$ cat src/rtl/cdb_arbiter_pkg.sv
// Shared widths, CDB source encodings and common constants for the CDB arbiter.
// Contents: bus widths, source enum, enable/valid constants, round-robin helper.
package cdb_arbiter_pkg;

    localparam int unsigned TagBus  = 4;
    localparam int unsigned DataBus = 32;
    localparam int unsigned AddrBus = 32;
    localparam int unsigned NumSrc  = 3;

    typedef enum logic [1:0] {
        SrcALU  = 2'd0,
        SrcLS   = 2'd1,
        SrcBR   = 2'd2,
        SrcNone = 2'd3
    } cdb_src_e;

    localparam logic Enable  = 1'b1;
    localparam logic Disable = 1'b0;
    localparam logic Valid   = 1'b1;
    localparam logic Invalid = 1'b0;

    // Next source in ALU -> LS -> BR -> ALU order.
    function automatic logic [1:0] rr_next(input logic [1:0] idx);
        return (idx == 2'd2) ? 2'd0 : 2'(idx + 2'd1);
    endfunction

endpackage

$ cat src/rtl/cdb_arbiter_rr_arb3.sv
// Three-request round-robin arbiter: combinational one-hot grant from the
// request bits, with a registered search pointer that moves past each grantee.
// Ports: clk, rst (sync, active-low), rdy (stall), clear (flush),
//        req_i[2:0] requests, gnt_c_o[2:0] combinational one-hot grant.
module rr_arb3
    import cdb_arbiter_pkg::*;
(
    input  logic       clk,
    input  logic       rst,
    input  logic       rdy,
    input  logic       clear,
    input  logic [2:0] req_i,
    output logic [2:0] gnt_c_o
);

    logic [1:0] ptr_q;
    logic [1:0] ptr_d;
    logic [1:0] idx;
    logic       found;

    // Search three slots starting at the pointer; first requester wins.
    always_comb begin
        gnt_c_o = '0;
        ptr_d   = ptr_q;
        idx     = ptr_q;
        found   = 1'b0;
        for (int k = 0; k < 3; k++) begin
            if (!found && req_i[idx]) begin
                gnt_c_o[idx] = 1'b1;
                ptr_d        = rr_next(idx);
                found        = 1'b1;
            end
            idx = rr_next(idx);
        end
    end

    always_ff @(posedge clk) begin
        if (!rst) begin
            ptr_q <= 2'd0;
        end else if (clear) begin
            ptr_q <= 2'd0;
        end else if (rdy) begin
            ptr_q <= ptr_d;
        end
    end

endmodule

$ cat src/rtl/cdb_arbiter.sv
// Common Data Bus arbiter: ALU, load/store and branch results each enter a
// one-entry holding register via valid/ready, and a round-robin grant picks
// one full register per cycle for a registered CDB broadcast.
// Ports: clk, rst (sync, active-low), rdy (global stall), clear (flush);
//        per source valid/tag/data (+ branch pc/jump) in, ready out;
//        cdb_valid/tag/data/pc/jump/src registered broadcast out.
module cdb_arbiter
    import cdb_arbiter_pkg::*;
#(
    parameter int unsigned TAG_W  = TagBus,
    parameter int unsigned DATA_W = DataBus,
    parameter int unsigned ADDR_W = AddrBus
) (
    input  logic              clk,
    input  logic              rst,
    input  logic              rdy,
    input  logic              clear,
    input  logic              alu_valid_i,
    input  logic [TAG_W-1:0]  alu_tag_i,
    input  logic [DATA_W-1:0] alu_data_i,
    output logic              alu_ready_o,
    input  logic              ls_valid_i,
    input  logic [TAG_W-1:0]  ls_tag_i,
    input  logic [DATA_W-1:0] ls_data_i,
    output logic              ls_ready_o,
    input  logic              br_valid_i,
    input  logic [TAG_W-1:0]  br_tag_i,
    input  logic [DATA_W-1:0] br_data_i,
    input  logic [ADDR_W-1:0] br_pc_i,
    input  logic              br_jump_i,
    output logic              br_ready_o,
    output logic              cdb_valid_o,
    output logic [TAG_W-1:0]  cdb_tag_o,
    output logic [DATA_W-1:0] cdb_data_o,
    output logic [ADDR_W-1:0] cdb_pc_o,
    output logic              cdb_jump_o,
    output logic [1:0]        cdb_src_o
);

    logic [2:0]        full_q;
    logic [2:0]        full_d;
    logic [TAG_W-1:0]  tag_q  [NumSrc];
    logic [DATA_W-1:0] data_q [NumSrc];
    logic [ADDR_W-1:0] br_pc_q;
    logic              br_jump_q;

    logic [TAG_W-1:0]  tag_in  [NumSrc];
    logic [DATA_W-1:0] data_in [NumSrc];
    logic [2:0]        valid_in;
    logic [2:0]        ready_c;
    logic [2:0]        accept_c;
    logic [2:0]        gnt_c;

    logic              cdb_valid_q, cdb_valid_d;
    logic [TAG_W-1:0]  cdb_tag_q,   cdb_tag_d;
    logic [DATA_W-1:0] cdb_data_q,  cdb_data_d;
    logic [ADDR_W-1:0] cdb_pc_q,    cdb_pc_d;
    logic              cdb_jump_q,  cdb_jump_d;
    cdb_src_e          cdb_src_q,   cdb_src_d;

    assign valid_in = {br_valid_i, ls_valid_i, alu_valid_i};
    assign tag_in   = '{alu_tag_i, ls_tag_i, br_tag_i};
    assign data_in  = '{alu_data_i, ls_data_i, br_data_i};

    rr_arb3 u_rr_arb3 (
        .clk     (clk),
        .rst     (rst),
        .rdy     (rdy),
        .clear   (clear),
        .req_i   (full_q),
        .gnt_c_o (gnt_c)
    );

    // A granted register drains this cycle, so it may refill at the same edge.
    always_comb begin
        ready_c = {3{Disable}};
        if (rst && rdy && !clear) begin
            ready_c = ~full_q | gnt_c;
        end
    end

    assign accept_c    = valid_in & ready_c;
    assign full_d      = (full_q & ~gnt_c) | accept_c;
    assign alu_ready_o = ready_c[0];
    assign ls_ready_o  = ready_c[1];
    assign br_ready_o  = ready_c[2];

    // Broadcast payload for the granted source; pc/jump only from branch.
    always_comb begin
        cdb_valid_d = Invalid;
        cdb_tag_d   = '0;
        cdb_data_d  = '0;
        cdb_pc_d    = '0;
        cdb_jump_d  = 1'b0;
        cdb_src_d   = SrcNone;
        if (gnt_c[0]) begin
            cdb_valid_d = Valid;
            cdb_tag_d   = tag_q[0];
            cdb_data_d  = data_q[0];
            cdb_src_d   = SrcALU;
        end else if (gnt_c[1]) begin
            cdb_valid_d = Valid;
            cdb_tag_d   = tag_q[1];
            cdb_data_d  = data_q[1];
            cdb_src_d   = SrcLS;
        end else if (gnt_c[2]) begin
            cdb_valid_d = Valid;
            cdb_tag_d   = tag_q[2];
            cdb_data_d  = data_q[2];
            cdb_pc_d    = br_pc_q;
            cdb_jump_d  = br_jump_q;
            cdb_src_d   = SrcBR;
        end
    end

    // Occupancy and broadcast state; reset beats clear beats the rdy stall.
    always_ff @(posedge clk) begin
        if (!rst || clear) begin
            full_q      <= '0;
            cdb_valid_q <= Invalid;
            cdb_tag_q   <= '0;
            cdb_data_q  <= '0;
            cdb_pc_q    <= '0;
            cdb_jump_q  <= 1'b0;
            cdb_src_q   <= SrcNone;
        end else if (rdy) begin
            full_q      <= full_d;
            cdb_valid_q <= cdb_valid_d;
            cdb_tag_q   <= cdb_tag_d;
            cdb_data_q  <= cdb_data_d;
            cdb_pc_q    <= cdb_pc_d;
            cdb_jump_q  <= cdb_jump_d;
            cdb_src_q   <= cdb_src_d;
        end
    end

    // Payload storage; meaningful only while the matching full bit is set.
    always_ff @(posedge clk) begin
        for (int i = 0; i < int'(NumSrc); i++) begin
            if (accept_c[i]) begin
                tag_q[i]  <= tag_in[i];
                data_q[i] <= data_in[i];
            end
        end
        if (accept_c[2]) begin
            br_pc_q   <= br_pc_i;
            br_jump_q <= br_jump_i;
        end
    end

    assign cdb_valid_o = cdb_valid_q;
    assign cdb_tag_o   = cdb_tag_q;
    assign cdb_data_o  = cdb_data_q;
    assign cdb_pc_o    = cdb_pc_q;
    assign cdb_jump_o  = cdb_jump_q;
    assign cdb_src_o   = cdb_src_q;

endmodule

$ cat config.mk
export PLATFORM = sky130hd
export DESIGN_NAME = cdb_arbiter
export DESIGN_NICKNAME = d
export VERILOG_FILES = /design/src/rtl/cdb_arbiter_pkg.sv /design/src/rtl/cdb_arbiter_rr_arb3.sv /design/src/rtl/cdb_arbiter.sv
export SDC_FILE = /design/constraint.sdc
export NUM_CORES = 1
export LEC_CHECK = 0
export CORE_ASPECT_RATIO = 1.25
export CORE_MARGIN = 8
export CORE_UTILIZATION = 40
export CTS_CLUSTER_DIAMETER = 120
export CTS_CLUSTER_SIZE = 14
export DETAILED_ROUTE_END_ITERATION = 16
export PLACE_DENSITY = 0.65
export SYNTH_ARGS = -nofsm -noshare
export SYNTH_HDL_FRONTEND = slang
export SYNTH_HIERARCHICAL = 1
export SYNTH_SLANG_ARGS = --single-unit
$ cat constraint.sdc
create_clock -name clk -period 25.5 [get_ports clk]
set_input_delay 7.65 -clock clk [delete_from_list [all_inputs] [get_ports clk]]
set_output_delay 7.65 -clock clk [all_outputs]
set_load 0.05 [all_outputs]
==> results of run 1 <==
worst paths after layout:
kind,to,startpoint,slack (ns),cells after the start
worst max register to register,data_q[0][28],u_rr_arb3/ptr_q[0],22.91,7
worst max-delay path,alu_ready_o,rst,7.70,6
worst min register to register,cdb_data_o[28],cdb_data_o[28],0.47,2
worst min-delay path,cdb_data_o[28],cdb_data_o[28],0.47,2
registers in the layout, summed over array words and instances (netlist names):
register	count
data_q	96
br_pc_q	32
cdb_data_o	32
cdb_pc_o	32
tag_q	12
cdb_tag_o	4
full_q	3
cdb_src_o	2
u_rr_arb3/ptr_q	2
br_jump_q	1
cdb_jump_o	1
cdb_valid_o	1
routing by layer:
metal	part of all wire [%]	routed length, um
met3	8.0	1640
met1	39	7980
met4	1.7	342
met5	0	0
met2	51	10500
cell usage after synthesis (all sizes together) (4+ instances only):
| cell type | count |
|---|---|
| nand2b | 38 |
| a21oi | 38 |
| edfxtp | 141 |
| a221oi | 37 |
| nor3 | 4 |
| nor2 | 40 |
| o21ai | 41 |
| nand3 | 36 |
| clkbuf | 23 |
| nand3b | 36 |
| dfxtp | 77 |
| buf | 24 |
| nand2 | 13 |
| nor2b | 40 |
metrics by stage:
stage	util [%]	instance area (sq um)
floorplan	-	7990
global placement	52.4	10400
detailed placement	52.4	10400
CTS	55.1	11000
global route	55.1	11000
finish	55.1	11000
cells by family (layout without fill, tap and decap cells):
logic type | after synthesis | count (layout) | share of synthesized area (%)
compound gates | 123 | 123 | 9.78
buf+inv | 48 | 266 | 3.15
flops | 218 | 218 | 72.3
simple gates | 210 | 210 | 14.8
worst reg2reg max path, delay by kind of cell (launching register included):
family        cells  cell delay (ns)
buf+inv           3             1.07
simple gates      4             0.85
flops             1             0.33
where the power goes:
| group | leakage, nW | switching, mW | internal (mW) |
|---|---|---|---|
| Sequential | 1.90 | 0.00205 | 0.381 |
| Combinational | 1.35 | 0.0247 | 0.0281 |
| Clock | 0.254 | 0.119 | 0.140 |
layout make-up:
type / instances / area, sq um
Fill cell: 1667 / 8920
Sequential cell: 218 / 5780
Timing Repair Buffer: 232 / 2290
Multi-Input combinational cell: 333 / 2010
Clock buffer: 32 / 524
Tap cell: 270 / 338
Clock inverter: 1 / 8.76
Inverter: 1 / 3.75
==> flow_summary.json, run 1 <==
{
  "status": "completed",
  "ys_warn_count": 6,
  "leakagePower_nw": 3.51,
  "vdd_drop_max_mv": 0.0423,
  "cpMostUsedCell": "clkdlybuf4s50_1",
  "grt.busiest_layer": "met2",
  "setup_tns_ns": 0,
  "dp.cells": 1054,
  "design.portCount": 223,
  "yosys.area.top_type_share_pct": 53.0,
  "cts.reportedPaths.clkPinSlew_ns": 0.06,
  "period_minus_slack_ns": 17.80,
  "grt_pass1_vias": 5926,
  "cpPeakStageDelay_ns": 0.81,
  "fin_crit_sh_pct": 69.8,
  "drc_errors": 0,
  "fin_cells": 1087,
  "timing.fmax_ghz": 0.0562,
  "preCtsSetupSlack_ns": 7.73,
  "tightest_slew_ns": 0.983,
  "wl_mm": 20.5,
  "cp-end-kind": "primary output",
  "grt_antenna_before_repair": 0,
  "cts_root_buffer": "clkbuf_16",
  "initial_utilization_pct": 40.2,
  "synth_seq_cells": 218,
  "crit_path_start_kind": "primary input",
  "grtUsageTotal_pct": 16.4,
  "netlist_area_sq_um": 7990,
  "drive_gt1_share_pct": 5.02,
  "cellPowerDensity_nw_per_um2": 63.5,
  "clock_skew_ns": 0.0128,
  "die_area_sq_um": 24800,
  "cp_top_family": "buffers and inverters",
  "synthArstFlopShare_pct": 0,
  "cts_resized": 0,
  "die_w_um": 142,
  "drtAntennaViolNets": 0,
  "avgRoutedWirePerCell_um": 18.9,
  "layout.nets": 953,
  "cts_tree": "yes",
  "ys_dominant_reg_cell": "edfxtp_1",
  "synth_area_leaders": "edfxtp_1, dfxtp_1, a221oi_1",
  "cp.arrival_ns": 10.15,
  "crit_type": "primary input to primary output",
  "fin_ws_ns": 7.70,
  "hpwl_mm": 14.2,
  "grt_pass1_wl_mm": 32.0,
  "cp_max_fo": 76,
  "slew_headroom_pct": 34.3,
  "met1_usage_pct": 18.7,
  "final_cell_mix": "clkdlybuf4s50_1, edfxtp_1, dfxtp_1",
  "synthCells": 599,
  "syn_area_per_cell_sq_um": 13.3,
  "core_sq_um": 19900,
  "rsz0062_at_grt": "no",
  "post-cts-setup-buffers": 0,
  "grt_use_met3_pct": 4.91,
  "htree_levels": 1,
  "setup_viol": 0,
  "cap_violations": 0,
  "cts_sinks": 218,
  "synth-edff-count": 141,
  "grt_max_degree": 81,
  "ctsHoldBuffers": 0,
  "routed_via_density": 5.03,
  "drtIter0Drc": 350,
  "fp.dieH_um": 174,
  "vias": 5465,
  "port_buffers": 222,
  "final_common_cell": "clkdlybuf4s50_1",
  "synthToLayoutAreaGrowth_pct": 37.1,
  "report.final.slew_viol_count": 0,
  "cts_max_path_buffers": 3,
  "power_mw": 0.696,
  "hold_ws_ns": 0.472,
  "overflow": 0,
  "drt_first_pass_iters": 4,
  "diodes": 0,
  "hold_viol_final": 0,
  "worstPathRequired_ns": 17.85,
  "place_congestion": 0.785,
  "yosysSeqAreaShare_pct": 72.3,
  "synth.largest_area_cell": "edfxtp_1",
  "grt.met2_usage_pct": 29.0,
  "ys_types": 29,
  "cts_inserted_buffers": 19,
  "min_path_type": "flop to flop",
  "rows": 58,
  "clock_latency_ns": 0.48,
  "critPathBufInv": 3,
  "syn-num-nets": 747,
  "cpMaxStageDelayCell": "clkdlybuf4s50_1",
  "cp_cell_sequence": "clkdlybuf4s50_1, nor2b_4, buf_4, nand2_1, nor2_1, clkdlybuf4s50_1"
}
(Power assumes the default switching activity.)
==> run 2: changes to the inputs <==
Clock period 25.5 ns to 17.1 ns, I/O delays scaled along.
==> run 2 against run 1 <==
Die area is the same. Non-clock buffer count stayed put. Cell count barely moved. Worst setup slack lost 3.4 ns. Power rose by 48%. Global-route usage fell by 0.22 points. Via count shrank 0.49%. Critical path type unchanged. Largest power group unchanged.
==> flow_summary.json, run 2 (same netlist as run 1, synthesis figures left out) <==
{
  "utilization_pct": 55.1,
  "crit_start": "rst",
  "wl_mm": 20.4,
  "post-cts-setup-buffers": 0,
  "synthToLayoutAreaGrowth_pct": 37.1,
  "netSwitchingPower_mw": 0.213,
  "htree_levels": 1,
  "clkPwrFrac_pct": 36.9,
  "clock_skew_ns": 0.0113,
  "num-fill-cells": 1687,
  "grt_antenna_before_repair": 0,
  "initial_utilization_pct": 40.2,
  "internal_power_mw": 0.819,
  "grt_pass1_vias": 5971,
  "cts_inserted_buffers": 19,
  "worst_hold_startpoint": "br_pc_q[0]",
  "final_common_cell": "clkdlybuf4s50_1",
  "rows": 58,
  "crit_path_start_kind": "primary input",
  "critPathBufInv": 3,
  "cts_root_buffer": "clkbuf_16",
  "grt_pass1_wl_mm": 31.7,
  "seq_power_share_pct": 55.4,
  "setup_viol": 0,
  "setup_tns_ns": 0,
  "whs_path_depth": 2,
  "drt_first_pass_iters": 4,
  "clock_latency_ns": 0.48,
  "comb_power_share_pct": 7.7,
  "report.final.slew_viol_count": 0,
  "design.portCount": 223,
  "grtUsageTotal_pct": 16.2,
  "layout.nets": 953,
  "status": "completed",
  "hold_end": "cdb_pc_o[0]",
  "regMostFlops": "data_q",
  "cts_resized": 0,
  "cts_tree": "yes",
  "rr_endpoint": "data_q[0][21]",
  "r2r_cells": 6,
  "cts_max_path_buffers": 3,
  "cpPeakStageDelay_ns": 0.81,
  "min_path_type": "flop to flop",
  "cts.reportedPaths.clkPinSlew_ns": 0.07,
  "die_w_um": 142,
  "core_sq_um": 19900,
  "ctsHoldBuffers": 0,
  "r2r_start": "full_q[2]",
  "cts_sinks": 218,
  "cp_max_fo": 76,
  "vias": 5438,
  "overflow": 0,
  "cp_top_family": "buffers and inverters",
  "fin_crit_sh_pct": 74.6,
  "avgRoutedWirePerCell_um": 18.7,
  "grt_max_degree": 80,
  "final_cell_mix": "clkdlybuf4s50_1, edfxtp_1, dfxtp_1",
  "diodes": 0,
  "fp.dieH_um": 174,
  "drtIter0Drc": 166,
  "timing.fmax_ghz": 0.0783,
  "hpwl_mm": 13.9,
  "cpMostUsedCell": "clkdlybuf4s50_1",
  "cp-end-kind": "primary output",
  "drive_gt1_share_pct": 5.02,
  "crit_type": "primary input to primary output",
  "cp_cell_sequence": "clkdlybuf4s50_1, nor2b_4, buf_4, nand2_1, nor2_1, clkdlybuf4s50_1",
  "drtAntennaViolNets": 0,
  "rsz0062_at_grt": "no",
  "worstPathRequired_ns": 11.97,
  "place_congestion": 0.792,
  "die_area_sq_um": 24800,
  "switching_share_pct": 20.7,
  "hold_viol_final": 0,
  "cpMaxStageDelayCell": "clkdlybuf4s50_1",
  "routed_via_density": 5.01,
  "tightest_slew_ns": 1.08,
  "cp.arrival_ns": 7.63,
  "vdd_drop_max_mv": 0.0605,
  "regToRegSetupSlack_ns": 14.50,
  "leakagePower_nw": 3.51,
  "port_buffers": 222,
  "cap_violations": 0,
  "cellPowerDensity_nw_per_um2": 94.2,
  "drc_errors": 0,
  "period_minus_slack_ns": 12.76,
  "slew_headroom_pct": 28.2,
  "largest_register_ffs": 96
}
==> run 2: cell count changes in the layout (fill, tap and decap cells not counted), sizes merged <==
cell	previous run	this run
clkbuf	32	31
==> run 2: power by group through the flow <==
stage	clock network [mW]	logic, mW	registers (mW)
2_1_floorplan	0	0.0261	0.590
3_3_place_gp	0	0.0777	0.583
3_5_place_dp	0	0.0794	0.584
4_1_cts	0.396	0.0799	0.572
5_1_grt	0.417	0.0845	0.572
6_report	0.381	0.0790	0.572
==> run 2: stage by stage <==
step	hold slack, ns	setup WS [ns]	power [mW]	std cells	cell area [sq um]
after floorplan	0.448	5.54	0.616	599	7990
after global placement	0.453	4.41	0.661	1054	10400
after detailed placement	0.465	4.35	0.663	1054	10400
after CTS	0.475	4.35	1.05	1086	11000
after global routing	0.496	4.20	1.07	1086	11000
final	0.472	4.34	1.03	1086	11000
==> run 2: layout make-up <==
| type | instances | area (sq um) | area share [%] |
|---|---|---|---|
| clock buffers | 31 | 520 | 4.75 |
| repair buffers | 232 | 2290 | 20.9 |
| clock inverters | 1 | 8.76 | 0.0799 |
| flip-flops and latches | 218 | 5780 | 52.7 |
| well taps | 270 | 338 | 3.08 |
| inverters | 1 | 3.75 | 0.0343 |
| multi-input cells | 333 | 2010 | 18.4 |
==> run 2: worst register-to-register path, stage by stage (launching register included) <==
cell and delay, ns:
dfxtp_1 0.39, and3_1 0.24, nor3b_2 0.17, buf_4 0.66, nor2b_1 0.25, nor3_2 0.23, buf_4 0.32
==> run 2: worst max-delay path by stage <==
stage / endpoint / cells past startpoint
2_1_floorplan: alu_ready_o / 5
3_3_place_gp: alu_ready_o / 6
3_5_place_dp: br_ready_o / 6
4_1_cts: br_ready_o / 6
5_1_grt: br_ready_o / 6
6_report: alu_ready_o / 6
==> run 2: routing by layer <==
layer,up-vias,GRT usage (%),routed length (um)
met1,2617,18.3,7930
met5,-,0,0
met2,182,28.6,10300
met3,31,5.35,1750
li1,2608,-,-
met4,0,3.91,345
